File: config.mk
export PLATFORM = sky130hd
export DESIGN_NAME = mdu_iter
export DESIGN_NICKNAME = d
export VERILOG_FILES = /design/src/rtl/mdu_iter.sv
export SDC_FILE = /design/constraint.sdc
export NUM_CORES = 1
export LEC_CHECK = 0
export CAP_MARGIN = 10
export CORE_UTILIZATION = 40
export DETAILED_ROUTE_END_ITERATION = 6
export GPL_TIMING_DRIVEN = 0
export SYNTH_ARGS = -nofsm -noshare
export SYNTH_HDL_FRONTEND = slang
export SYNTH_SLANG_ARGS = --single-unit
File: constraint.sdc
create_clock -name clk -period 3.5 [get_ports clk]
set_input_delay 0.7 -clock clk [delete_from_list [all_inputs] [get_ports clk]]
set_output_delay 0.7 -clock clk [all_outputs]
set_load 0.01 [all_outputs]
File: src/rtl/mdu_iter.sv
// mdu_iter: iterative multiply/divide unit with architectural HI/LO.
// One multiplier or quotient bit per cycle, then a sign-fix cycle.
module mdu_iter #(
  parameter int WIDTH = 32,
  parameter int CW    = $clog2(WIDTH+1)
) (
  input  logic             clk,
  input  logic             reset,
  input  logic             startE,
  input  logic [1:0]       opE,
  input  logic [WIDTH-1:0] srcaE,
  input  logic [WIDTH-1:0] srcbE,
  input  logic             mthiE,
  input  logic             mtloE,
  input  logic [WIDTH-1:0] wdataE,
  input  logic             abortE,
  output logic [WIDTH-1:0] hi,
  output logic [WIDTH-1:0] lo,
  output logic             busy,
  output logic             done
);

  typedef enum logic [1:0] {
    S_IDLE, S_MUL, S_DIV, S_FIX
  } state_t;

  state_t               r_state;
  logic [CW-1:0]        r_cnt;
  logic [WIDTH-1:0]     r_a;
  logic [WIDTH-1:0]     r_raw;
  logic [WIDTH-1:0]     r_hi;
  logic [WIDTH-1:0]     r_lo;
  logic [2*WIDTH-1:0]   r_acc;
  logic                 r_isdiv;
  logic                 r_neg;
  logic                 r_nrem;
  logic                 r_div0;
  logic                 r_busy;
  logic                 r_done;

  logic                 w_sa;
  logic                 w_sb;
  logic [WIDTH-1:0]     w_maga;
  logic [WIDTH-1:0]     w_magb;
  logic [WIDTH:0]       w_madd;
  logic [WIDTH:0]       w_rsh;
  logic [WIDTH:0]       w_rsub;
  logic                 w_qbit;
  logic [2*WIDTH-1:0]   w_prod;
  logic [WIDTH-1:0]     w_quo;
  logic [WIDTH-1:0]     w_rem;

  assign w_sa   = opE[0] & srcaE[WIDTH-1];
  assign w_sb   = opE[0] & srcbE[WIDTH-1];
  assign w_maga = w_sa ? -srcaE : srcaE;
  assign w_magb = w_sb ? -srcbE : srcbE;

  // acc = {partial product, remaining multiplier bits}
  assign w_madd = {1'b0, r_acc[2*WIDTH-1:WIDTH]}
                + {1'b0, (r_acc[0] ? r_a : {WIDTH{1'b0}})};

  // acc = {partial remainder, dividend bits / quotient bits}
  assign w_rsh  = {r_acc[2*WIDTH-1:WIDTH], r_acc[WIDTH-1]};
  assign w_rsub = w_rsh - {1'b0, r_a};
  assign w_qbit = ~w_rsub[WIDTH];

  assign w_prod = r_neg  ? -r_acc : r_acc;
  assign w_quo  = r_neg  ? -r_acc[WIDTH-1:0] : r_acc[WIDTH-1:0];
  assign w_rem  = r_nrem ? -r_acc[2*WIDTH-1:WIDTH]
                         : r_acc[2*WIDTH-1:WIDTH];

  always_ff @(posedge clk or negedge reset) begin
    if (!reset) begin
      r_state <= S_IDLE;
      r_cnt   <= '0;
      r_a     <= '0;
      r_raw   <= '0;
      r_hi    <= '0;
      r_lo    <= '0;
      r_acc   <= '0;
      r_isdiv <= 1'b0;
      r_neg   <= 1'b0;
      r_nrem  <= 1'b0;
      r_div0  <= 1'b0;
      r_busy  <= 1'b0;
      r_done  <= 1'b0;
    end else begin
      r_done <= 1'b0;
      unique case (r_state)
        S_IDLE: begin
          if (startE && !abortE) begin
            r_state <= opE[1] ? S_DIV : S_MUL;
            r_busy  <= 1'b1;
            r_cnt   <= CW'(WIDTH);
            r_isdiv <= opE[1];
            r_neg   <= w_sa ^ w_sb;
            r_nrem  <= w_sa;
            r_div0  <= opE[1] & (srcbE == '0);
            r_raw   <= srcaE;
            if (opE[1]) begin
              r_a   <= w_magb;
              r_acc <= {{WIDTH{1'b0}}, w_maga};
            end else begin
              r_a   <= w_maga;
              r_acc <= {{WIDTH{1'b0}}, w_magb};
            end
          end else begin
            if (mthiE) r_hi <= wdataE;
            if (mtloE) r_lo <= wdataE;
          end
        end
        S_MUL, S_DIV: begin
          if (abortE) begin
            r_state <= S_IDLE;
            r_busy  <= 1'b0;
          end else begin
            if (r_state == S_MUL)
              r_acc <= {w_madd, r_acc[WIDTH-1:1]};
            else
              r_acc <= {(w_qbit ? w_rsub[WIDTH-1:0]
                                : w_rsh[WIDTH-1:0]),
                        r_acc[WIDTH-2:0], w_qbit};
            r_cnt <= r_cnt - CW'(1);
            if (r_cnt == CW'(1)) r_state <= S_FIX;
          end
        end
        S_FIX: begin
          r_state <= S_IDLE;
          r_busy  <= 1'b0;
          if (!abortE) begin
            r_done <= 1'b1;
            if (!r_isdiv) begin
              r_hi <= w_prod[2*WIDTH-1:WIDTH];
              r_lo <= w_prod[WIDTH-1:0];
            end else if (r_div0) begin
              r_hi <= r_raw;
              r_lo <= '1;
            end else begin
              r_hi <= w_rem;
              r_lo <= w_quo;
            end
          end
        end
      endcase
    end
  end

  assign hi   = r_hi;
  assign lo   = r_lo;
  assign busy = r_busy;
  assign done = r_done;

endmodule

# --- After elaboration in Yosys (flattened, before gate mapping) ---
# Index checks and enable logic that the tools add are counted.
# Widths: inputs -> output; s select.
word_totals:
  in_bits: 104
  elab_cells: 89
  out_inout_bits: 66
  regBits: 206
classes:
  add_sub_neg: 8
  n_reduce_logical: 13
  n_eq_ne: 12
  n_bitwise: 5
  muxes: 38
op_table:
  columns: ["operator", "n"]
  rows:
  - ["$mux 32", 18]
  - ["$mux 64", 4]
  - ["$neg 32->32", 4]
  - ["$pmux 32 s2", 2]
  - ["$pmux 64 s2", 1]
  - ["$neg 64->64", 1]
  - ["$add 32x32->33", 1]
  - ["$sub 33x32->33", 1]
  - ["$logic_not 32->1", 1]
  - ["$ne 2x2->1 const B", 7]
  - ["$mux 6", 2]
  - ["$pmux 6 s2", 1]
  - ["$mux 2", 4]
  - ["$reduce_and 4->1", 2]
  - ["$eq 6x1->1 const B", 1]
  - ["$pmux 2 s3", 1]
  - ["$reduce_and 2->1", 3]
  - ["$sub 6x1->6 const B", 1]
  - ["$eq 2x2->1 const B", 2]
  - ["$mux 1", 4]
  - ["$reduce_bool 2->1", 2]
  - ["$and 1x1->1", 3]
  - ["$ne 3x3->1 const B", 1]
  - ["$pmux 1 s3", 1]
  - ["other kinds (8)", 8]

# --- Logic depth before layout (Yosys ltp) ---
depth:
  ltp_word: 6
  depth_mapped: 14
  depth_no_buf: 13

# --- Worst setup path after synthesis ---
# Ideal clock, no wire load.
synth_timing:
  path_type: "register -> register"
  from: "reg r_acc[31]"
  to: "reg r_acc[62]"
  synth_period_minus_slack_ps: 3490
  path_buffers: 2
  setup_slack_ps: 10
  t_arrival_ps: 3344
  t_required_ps: 3354
  path_stages_with_launch: 15
  setup_ps: 146
  cell_sequence: "dfrtp_1 -> inv_1 -> ha_1 -> fa_1 -> nor2b_1 -> o31a_1 -> or4_1 -> a21oi_1 -> a21oi_1 -> nand3b_1 -> xor2_1 -> clkbuf_1 -> clkbuf_1 -> a2bb2oi_1 -> o221ai_1"
synth_between:
  elab_chain_len: 5
synth_rtl:
  columns: ["element", "line", "text"]
  rows:
  - ["start: declaration", "33", "logic [2*WIDTH-1:0] r_acc;"]
  - ["start signal: assignment", "102", "r_acc <= {{WIDTH{1'b0}}, w_maga};"]
  - ["start signal: assignment", "105", "r_acc <= {{WIDTH{1'b0}}, w_magb};"]
  - ["start signal: assignment", "118", "r_acc <= {w_madd, r_acc[WIDTH-1:1]};"]
  - ["$sub 33x32->33", "64", "assign w_rsub = w_rsh - {1'b0, r_a};"]
  - ["$mux 32", "120", "r_acc <= {(w_qbit ? w_rsub[WIDTH-1:0]"]
  - ["$mux 64", "117", "if (r_state == S_MUL)"]
  - ["$mux 64", "113", "if (abortE) begin"]
  - ["$pmux 64 s2", "89", "unique case (r_state)"]
# No other way between the ends. The select of a mux whose other input is x is not followed.
# A chain may end at the register's enable or synchronous reset.

# --- Final worst setup path ---
layout_timing:
  from: "reg r_acc[40]"
  to: "reg r_hi[23] (netlist: hi[23])"
layout_between:
  elab_chain_len: 6
  elab_cells_between_ends: 8
  classes_between: "add/sub: 2; mux: 6"
layout_rtl:
  columns: ["element", "line", "text"]
  rows:
  - ["$neg 32->32", "69", "assign w_rem = r_nrem ? -r_acc[2*WIDTH-1:WIDTH]"]
  - ["$mux 32", "69", null]
  - ["$mux 32", "135", "end else if (r_div0) begin"]
  - ["$mux 32 (*)", "132", "if (!r_isdiv) begin"]
  - ["$mux 32 (*)", "130", "if (!abortE) begin"]
  - ["$pmux 32 s2 (*)", "89", null]
  - ["end signal: assignment", "133", "r_hi <= w_prod[2*WIDTH-1:WIDTH];"]
  - ["end signal: assignment", "136", "r_hi <= r_raw;"]
  - ["end signal: assignment", "139", "r_hi <= w_rem;"]
  - ["end: declaration", "31", "logic [WIDTH-1:0] r_hi;"]
# Mark *: on every way between the ends. The rest lies on a longest branch, timed or not. The select of a mux whose other input is x is not followed.

==> impl_metrics.ini <==
[floorplan]
num_io_pins = 170
die_h_um = 210
rows = 75
die-area_mm2 = 0.0441
fp.dieW_um = 210
initial_core_util = 0.409
core_mm2 = 0.0423

[critical_path]
start_kind = register
required_ps = 3950
r2r_setup_slack_ps = -70
crit_fanout = 7
crit_slowest_cell = or4_1
cp_top_family = simple AND/OR/NAND/NOR gates
slowest_delay_ps = 700
critPathCapture = hi[23]
ff2ff_path_depth = 10
criticalPathCategory = reg -> reg
reg2reg_from = r_acc[40]
endpoint_kind = register
crit_top_cell = or4_1
arrival_ps = 4010
crit_chain = clkbuf_1 > or4_1 > or4_1 > buf_2 > or2_2 > o21a_1 > o21ai_0 > nand2_1 > mux2_4 > a221o_1
timing.rr.end = hi[23]
startpoint = r_acc[40]
worst-path-stages = 10
timing.critical_path.buf_inv = 2

[sta]
slew_viol_final = 0
finalHoldViolCount = 0
tightest_slew_ps = 1010
fin_ws_ps = -69.5
fmax_mhz = 280
setup_viol = 3
skew_ps = 16.4
finalCritPeriodShare = 1.02
min_period_ps = 3570
rsz0062_at_grt = true
fin_setup_tns_ps = -119
whs_ps = 182
max_slew_margin = 0.327

[synthesis]
yosysSeqAreaShare = 0.298
synth-edff-count = 0
yosys_warnings = 0
syn_nets = 2402
synth_cell_types = 80
synth_area_per_cell_um2 = 7.78
synthArstFlopShare = 1.00
synth-seq-cells = 206
synth_ff_type = dfrtp_1
synthCells = 2223
synth.cell_area_mm2 = 0.0173

[detailed_routing]
wirelength_met1_um = 34100
top_layer = met4
vias = 18749
met2WireLength_um = 34500
ant_nets = 0
drtPass1Iterations = 6
viasPerCell = 6.15
drc = 0
drtIter0Drc = 1974
wl_per_cell_um = 26.3
wl_met3_um = 6500
routed_wl_um = 80100

[pwr]
peakVddDrop_v = 0.000744
p_leak_nw = 8.84
power_per_cell_area_mw_per_mm2 = 1100
power.switching_mw = 12.1
power_mw = 23.9
p_clk_frac = 0.132
switching_share = 0.506
intPower_mw = 11.8
seqPwrFrac = 0.206
power_frac_comb = 0.662

[clock_network]
cts.htree.levels = 1
worstSkewPairLatency_ps = 570
clkSinkCount = 206
root_buffer = clkbuf_16
clkTransAtPathRegs_ps = 60
hold_buffers = 0
cts_buffer_depth = 3
numCtsBuffers = 27
cts_tree = yes

[layout]
drive_above_1_share = 0.105
n_antenna_cell = 0
syn2layout_area_growth_pct = 25.7
fin_nets = 2631
final_cell_mix = nand2_1, o21ai_0, dfrtp_1, a21oi_1, nor2_1
final_common_cell = nand2_1

[run_status]
outcome = finished with violations
violations = setup timing

[placed_design]
place_hpwl_um = 62600
routabilityCongestion = 1.02
port-buffer-count = 169
post-place-ws_ps = -1380

[hold_path]
hold_path.class = in -> async

[global_routing]
grt_pass1_wl_um = 116000
antenna_found_initial = 2
grt_max_degree = 113
grt_usage = 0.356
grt_pass1_vias = 17724
overflow = 0

[run]
maxCapViolCount = 0
==> cells in the mapped netlist (12+ instances only) <==
library cell	count	area, µm²
xor2_1	60	526
or3_1	20	125
nand2_1	314	1180
xnor2_1	117	1020
mux2i_1	46	460
or4_1	21	158
o21a_1	13	97.6
o22ai_1	33	206
dfrtp_1	206	5150
o31ai_1	29	218
nor4_1	14	87.6
inv_1	65	244
o21ai_0	212	1060
nor2_1	184	691
nor3b_1	24	180
o221ai_1	23	201
nor3_1	38	190
a31oi_1	29	181
nand3_1	36	180
clkbuf_1	123	462
buf_1	17	63.8
and2_1	16	100
nand2b_1	22	138
o211ai_1	16	120
a21oi_1	187	936
mux2_2	28	315
a22oi_1	16	120
a21o_1	39	293
and3_1	24	150
ha_1	73	913
a211oi_1	33	248
o41ai_1	12	105
==> per-stage QoR <==
step | cell area, µm² | std cells | util
after floorplan | 17300 | 2223 | -
after global placement | 19700 | 2969 | 0.466
after detailed placement | 19700 | 2971 | 0.467
after CTS | 21100 | 3038 | 0.500
after global routing | 21700 | 3050 | 0.513
final | 21700 | 3050 | 0.513
==> power by group through the flow <==
| stage | registers (mW) | logic (mW) | clock network, mW |
|---|---|---|---|
| after detailed placement | 4.85 | 14.1 | 0 |
| after global routing | 4.98 | 17.0 | 3.27 |
| final | 4.91 | 15.8 | 3.16 |
| after floorplan | 4.39 | 9.29 | 0 |
| after CTS | 4.80 | 14.7 | 3.17 |
| after global placement | 4.83 | 14.0 | 0 |
==> flip-flops by register name, summed over array words and instances, names as in the netlist, 2 cells and up <==
name and flops:
r_cnt 6, r_raw 32, hi 32, lo 32, r_a 32, r_acc 64
r_state 2
==> worst reg2reg max path, stage by stage, from the launching register on <==
cell and delay (ps):
dfrtp_1 450, clkbuf_1 300, or4_1 710, or4_1 500, buf_2 170, or2_2 330, o21a_1 190, o21ai_0 150
nand2_1 70, mux2_4 290, a221o_1 290
==> what timing repair did <==
| item | CTS | global route |
|---|---|---|
| pin swaps | 10 | 30 |
| cloned | 0 | 1 |
| setup buffers | 17 | 18 |
| setup endpoints to repair | 86 | 59 |
| gates resized for setup | 75 | 109 |
==> cell families after synthesis <==
logic type / share of synthesized area
adders and majority gates: 0.0551
DFF: 0.298
xor gates and xnor gates: 0.0896
buffers and inverters: 0.0535
muxes: 0.0449
and+or+nand+nor: 0.207
AOI/OAI and AO/OA: 0.252
==> how the worst min path moves through the flow <==
stage / start / end / slack [ps]
floorplan: reset / busy / 400
global placement: lo[4] / lo[4] / 470
detailed placement: lo[2] / lo[2] / 470
CTS: reset / lo[19] / 260
global route: reset / lo[16] / 280
finish: reset / lo[19] / 180
==> final cells by class <==
type,count,area [µm²]
repair buffers,207,2030
clock inverters,13,235
clock buffers,37,753
flip-flops and latches,206,5160
inverters,65,250
well taps,577,722
fillers,4110,20600
plain buffers,148,731
multi-input cells,1797,11900
==> metal layers <==
layer,GRT usage,vias to the layer above
met5,0,-
met4,0.199,0
met3,0.0457,213
met2,0.541,1026
met1,0.488,9028
li1,-,8482
Note: power is estimated with default switching activity, not from simulation.
